[config.mk]
export PLATFORM = sky130hd
export DESIGN_NAME = maze_scan_addr
export DESIGN_NICKNAME = d
export VERILOG_FILES = /design/src/rtl/maze_pkg.sv /design/src/rtl/maze_scan_addr.sv
export SDC_FILE = /design/constraint.sdc
export NUM_CORES = 1
export LEC_CHECK = 0
export BUFFER_PORTS_ARGS = -buffer_cell sky130_fd_sc_hd__buf_2
export CAP_MARGIN = 40
export CORE_MARGIN = 5
export CORE_UTILIZATION = 55
export CTS_CLUSTER_DIAMETER = 80
export DETAILED_ROUTE_END_ITERATION = 10
export PLACE_DENSITY = 0.8
export SETUP_SLACK_MARGIN = 0.2
export SLEW_MARGIN = 15
export SYNTH_ARGS = -nofsm -noshare
export SYNTH_HDL_FRONTEND = slang
export SYNTH_SLANG_ARGS = --single-unit
[constraint.sdc]
create_clock -name clk -period 3.8 [get_ports clk]
set_input_delay 0.76 -clock clk [delete_from_list [all_inputs] [get_ports clk]]
set_output_delay 0.76 -clock clk [all_outputs]
set_load 0.02 [all_outputs]
[src/rtl/maze_pkg.sv]
// rtl/maze_pkg.sv - shared screen geometry, colours and checker state encoding
package maze_pkg;

    localparam int SCREEN_W = 96;
    localparam int SCREEN_H = 64;
    localparam int INDEX_W  = 13;
    localparam int X_W      = 7;
    localparam int Y_W      = 6;
    localparam int CNT_W    = 4;

    localparam logic [15:0] WALL_COLOR = 16'hFFFF;
    localparam logic [15:0] GOAL_COLOR = 16'h001F;

    typedef enum logic [1:0] {
        ST_IDLE,
        ST_SCAN,
        ST_DRAIN,
        ST_DONE
    } chk_state_t;

endpackage

[src/rtl/maze_scan_addr.sv]
// rtl/maze_scan_addr.sv - sprite footprint walker: dx/dy counters, bounds check, pixel index
module maze_scan_addr
    import maze_pkg::*;
#(
    parameter int SPR_W = 3,
    parameter int SPR_H = 3
) (
    input  logic               clk,
    input  logic               reset,
    input  logic               start,
    input  logic               step,
    input  logic [X_W-1:0]     x_pos,
    input  logic [Y_W-1:0]     y_pos,
    output logic [INDEX_W-1:0] index,
    output logic               off_screen,
    output logic               last
);

    localparam logic [CNT_W-1:0] DX_LAST = CNT_W'(SPR_W - 1);
    localparam logic [CNT_W-1:0] DY_LAST = CNT_W'(SPR_H - 1);

    logic [X_W-1:0]   x_q;
    logic [Y_W-1:0]   y_q;
    logic [CNT_W-1:0] dx;
    logic [CNT_W-1:0] dy;
    logic [X_W:0]     x_sum;
    logic [Y_W:0]     y_sum;

    always_ff @(posedge clk) begin
        if (reset) begin
            x_q <= '0;
            y_q <= '0;
            dx  <= '0;
            dy  <= '0;
        end else if (start) begin
            x_q <= x_pos;
            y_q <= y_pos;
            dx  <= '0;
            dy  <= '0;
        end else if (step) begin
            if (dx == DX_LAST) begin
                dx <= '0;
                dy <= dy + 1'b1;
            end else begin
                dx <= dx + 1'b1;
            end
        end
    end

    // Sums carry one extra bit so right/bottom overrun is detected, not wrapped.
    assign x_sum      = {1'b0, x_q} + {{(X_W + 1 - CNT_W){1'b0}}, dx};
    assign y_sum      = {1'b0, y_q} + {{(Y_W + 1 - CNT_W){1'b0}}, dy};
    assign off_screen = (x_sum >= (X_W + 1)'(SCREEN_W)) || (y_sum >= (Y_W + 1)'(SCREEN_H));
    assign index      = INDEX_W'(y_sum[Y_W-1:0]) * INDEX_W'(SCREEN_W) + INDEX_W'(x_sum[X_W-1:0]);
    assign last       = (dx == DX_LAST) && (dy == DY_LAST);

endmodule

### Word level (Yosys, flattened, before mapping)

Cells that the tools add are included.

* register bits after elaboration: 21
* input port bits: 17
* output and inout port bits: 15
* word-level logic and storage cells: 19

* add/subtract/negate cells: 5
* multipliers: 1
* $lt $le $gt $ge: 2
* equal/unequal tests: 2
* mux-type cells: 1
* reduce and logical (&&, ||, !) cells: 4

Operator list (count)
* 13-bit by 7-bit adder with 13-bit output: 1
* 4-bit by 1-bit adder with 4-bit output, second input constant: 2
* 7-bit by 4-bit adder with 8-bit output: 1
* 4-bit by 2-bit equality test with 1-bit output, second input constant: 2
* 8-bit by 7-bit >= comparator with 1-bit output, second input constant: 1
* 6-bit by 2-bit multiplier with 8-bit output, second input constant: 1
* 6-bit by 4-bit adder with 7-bit output: 1
* 7-bit >= comparator, second input constant: 1
* 4-bit 2-to-1 mux: 1
* 2-bit AND reduction: 1
* 2-bit OR reduction: 1
* 1-bit logical AND: 1
* 1-bit logical OR: 1

### Longest topological paths before layout

* word-level depth: 3
* gate-level depth with buffers: 13
* gate-level depth less buffers: 13

### Worst setup path after synthesis

No wires, ideal clock.

* path type: register to output
* start: register dx[0]
* end: output port index[12]
* data arrival time: 3.108 ns
* required time: 3.040 ns
* path slack: -0.068 ns
* cell stages (with the launch flop): 13
* buffers on the path: 0
* cell sequence: dfxtp_1 > ha_1 > fa_1 > a21o_1 > a21oi_1 > nor2_1 > xnor2_1 > inv_1 > ha_1 > a21oi_1 > nor3_1 > and4_1 > a2111oi_2

* word-level cells in the longest chain between the ends: 2

Ends and longest elaborated chain
* start, declared: RTL line maze_scan_addr.sv:24 `logic [CNT_W-1:0] dx;`
* start signal, assigned: RTL line maze_scan_addr.sv:45 `dx <= dx + 1'b1;`
* 7-bit by 4-bit adder with 8-bit output: RTL line maze_scan_addr.sv:51 `assign x_sum = {1'b0, x_q} + {{(X_W + 1 - CNT_W){1'b0}}, dx};`
* 13-bit by 7-bit adder with 13-bit output: RTL line maze_scan_addr.sv:54 `assign index = INDEX_W'(y_sum[Y_W-1:0]) * INDEX_W'(SCREEN_W) + INDEX_W'(x_sum[X_W-1:0]);`
* end, declared: RTL line maze_scan_addr.sv:14 `output logic [INDEX_W-1:0] index,`

Every way passes these cells.

### Final worst setup path

* start: register y_q[0]
* end: output port off_screen

* word-level cells in the longest chain between the ends: 3

Ends and longest elaborated chain
* start, declared: RTL line maze_scan_addr.sv:23 `logic [Y_W-1:0] y_q;`
* start signal, assigned: RTL line maze_scan_addr.sv:37 `y_q <= y_pos;`
* 6-bit by 4-bit adder with 7-bit output: RTL line maze_scan_addr.sv:52 `assign y_sum = {1'b0, y_q} + {{(Y_W + 1 - CNT_W){1'b0}}, dy};`
* 7-bit >= comparator: RTL line maze_scan_addr.sv:53 `assign off_screen = (x_sum >= (X_W + 1)'(SCREEN_W)) || (y_sum >= (Y_W + 1)'(SCREEN_H));`
* 1-bit logical OR: RTL line maze_scan_addr.sv:53
* end, declared: RTL line maze_scan_addr.sv:15 `output logic off_screen,`

Every way passes these cells.

==> flow_summary.yaml <==
yosys:
  synth_area_leaders: "dfxtp_1 (26%), ha_1 (15%), mux2i_1 (8.2%)"
  synth_cell_types: 39
  yosysMostFrequentCell: "nor2_1"
  synth_mux_area_share_pct: 8.18
  synthXorXnorAreaFrac_pct: 14.9
  synth.top_cells.by_count: "nor2_1 (25), dfxtp_1 (21), ha_1 (19), inv_1 (14), mux2i_1 (13)"
  synth_seq_cells: 21
  synth-simple-area-share_pct: 14.7
  synth_top_area_share_pct: 26.4
  ys_warn_count: 0
  ys_seq_area_share_pct: 26.4
  synth_largest_area_cell: "dfxtp_1"
  synth_nets: 214
  synth-edff-count: 0
  synth_ff_type: "dfxtp_1"
  synth.avg_cell_area_um2: 9.15
  syn_inst: 174
  netlist_area_mm2: 0.00159
  synth_compound_area_share_pct: 11.3
  synth_fa_ha_area_share_pct: 20.0
  synthArstFlopShare_pct: 0
  synth_top_family_by_area: "adder cells"
clock_network:
  clock_latency_ns: 0.32
  cts_tree: "built"
  h-tree-depth: 1
  cts_root_buf: "clkbuf_4"
  clk_path_buf_depth: 2
  clk_pin_slew_worst_paths_ns: 0.12
  hold_buffers: 0
  clkSinkCount: 21
  cts_buffers: 3
sta:
  final.period_utilization_pct: 108
  tightest_slew_ns: 0.500
  fin_tns_setup_ns: -1.01
  fin_crit_ns: 4.10
  hold_viol_final: 0
  timing.final.ws_setup_ns: -0.297
  relSlewSlack_pct: 66.2
  fmax_mhz: 244
  skew_ns: 0.00201
  maxSlewViolCount: 0
  rsz0062_at_grt: "true"
  final-setup-viol-count: 4
global_routing:
  antenna_found_initial: 0
  grt_usage_pct: 22.0
  gr-total-overflow: 0
  grt_pass1_vias: 1589
  grt_pass1_wl_um: 7220
  grt_max_degree: 15
power_and_ir_drop:
  power.density_mw_per_mm2: 228
  peakVddDrop_mv: 0.256
  pwr-share-seq_pct: 42.8
  p_leak_nw: 1.16
  p_int_mw: 0.366
  pwr-share-clk_pct: 20.2
  power.switching_mw: 0.196
  switching_share_pct: 34.9
  share_comb_of_total_power_pct: 37.0
floorplanning:
  dieArea_mm2: 0.00407
  start_util_pct: 57.7
  chipHeight_um: 63.8
  core_mm2: 0.00276
  num_io_pins: 32
  die_w_um: 63.8
  row_count: 19
worst_setup_path:
  cp.required_ns: 3.04
  reg2reg_depth: 6
  endpoint_kind: "primary output"
  startpoint_type: "flip-flop"
  critPathArrivalTime_ns: 3.34
  critical_path.max_fanout: 2
  critical_path_class: "reg -> out"
cells_and_area:
  num-fill-cells: 104
  antenna_cells: 0
  areaGrowthSynthToFinish_pct: 54.6
  final_nets: 284
  drive_gt1_share_pct: 52.7
  fin_util_pct: 89.2
drt:
  antenna_left: 0
  route.detailed.drc: 0
  drtIter0Drc: 125
  dr.pass1.iters: 4
  finalWirelength_um: 5770
  viasPerCell: 6.18
  vias: 1692
  wl_per_cell_um: 21.1
hold_path:
  whs_path_depth: 2
  worst_hold_path_type: "reg -> reg"
place:
  gp_congestion: 0.790
  dp_hpwl_um: 2710
  io_buffers: 31
outcome:
  violations: "negative setup slack"
  outcome: "complete, but fails checks"
run:
  drv_cap: 0
## state kept, by name, summed over array words and instances, names as in the netlist
register	count
x_q	7
y_q	6
dx	4
dy	4
## logic make-up after synthesis
logic type                 Yosys count
xor gates and xnor gates            24
DFF                                 21
AOI/OAI and AO/OA                   25
and+or+nand+nor                     49
adders and majority gates           23
muxes                               13
buffers and inverters               19
## critical path, cell delays in order, from the launching register on
cell	delay [ns]
dfxtp_2	0.35
ha_4	0.16
inv_2	0.06
fa_2	0.20
nor2b_1	0.06
o21ai_1	0.18
nand2b_1	0.17
buf_4	0.17
buf_4	0.12
buf_4	0.12
buf_4	0.12
buf_4	0.12
buf_4	0.12
buf_4	0.12
buf_4	0.12
buf_4	0.12
buf_4	0.12
buf_4	0.12
nand3_1	0.12
o311ai_1	0.13
buf_2	0.19
## cells in the final DEF, fill, tap and decap left out, types with 5 or more instances in the layout
cell | synthesis | layout
buf_2 | 1 | 25
buf_4 | 0 | 39
buf_6 | 0 | 5
dfxtp_1 | 21 | 14
ha_1 | 19 | 9
ha_4 | 0 | 7
inv_1 | 14 | 10
mux2i_1 | 13 | 13
nor2_1 | 25 | 21
xnor2_1 | 12 | 7
xor2_1 | 10 | 6
## final timing paths
kind                end  slack [ns]   start
max          off_screen       -0.30  y_q[0]
min reg2reg      x_q[2]        0.53  x_q[2]
max reg2reg       dy[3]        2.05   dx[0]
min              x_q[2]        0.53  x_q[2]
## layer usage
layer,GRT usage [%],vias to the layer above,wire length (um)
met4,9.09,0,414
met3,4.03,41,422
li1,-,731,-
met1,24.2,809,2030
met2,40.7,111,2900
met5,0,-,0
## power by group through the flow
stage	Combinational (mW)	Sequential (mW)	Clock [mW]
global route	0.221	0.241	0.130
CTS	0.160	0.238	0.110
floorplan	0.0927	0.241	0
finish	0.208	0.240	0.114
global placement	0.125	0.242	0
detailed placement	0.131	0.243	0
## what timing repair did
action	in CTS	in global routing
pin swaps	12	24
buffers inserted	22	12
endpoints found under the hold margin	0	0
gates cloned	0	0
gates resized for setup	42	32
endpoints found under the setup margin	6	8
## area by class of cell
| type | instances | area (um^2) | share of cell area, % |
|---|---|---|---|
| multi-input combinational | 134 | 1410 | 57.4 |
| clock buffer | 4 | 26.3 | 1.07 |
| timing repair buffer | 70 | 494 | 20.1 |
| sequential | 21 | 437 | 17.8 |
| tap | 31 | 38.8 | 1.58 |
| inverter | 14 | 52.6 | 2.14 |
## through the flow
step / total power, mW / area, um^2 / cells / hold slack, ns / setup slack [ns]
after floorplan: 0.334 / 1620 / 174 / 0.467 / 0.129
after detailed placement: 0.374 / 1830 / 236 / 0.498 / -0.0212
after CTS: 0.508 / 2220 / 262 / 0.529 / -0.135
final: 0.562 / 2460 / 274 / 0.531 / -0.297
after global routing: 0.592 / 2460 / 274 / 0.557 / -0.461
after global placement: 0.367 / 1830 / 236 / 0.483 / 0.0532
No activity file was read; power rests on OpenSTA's default activity.
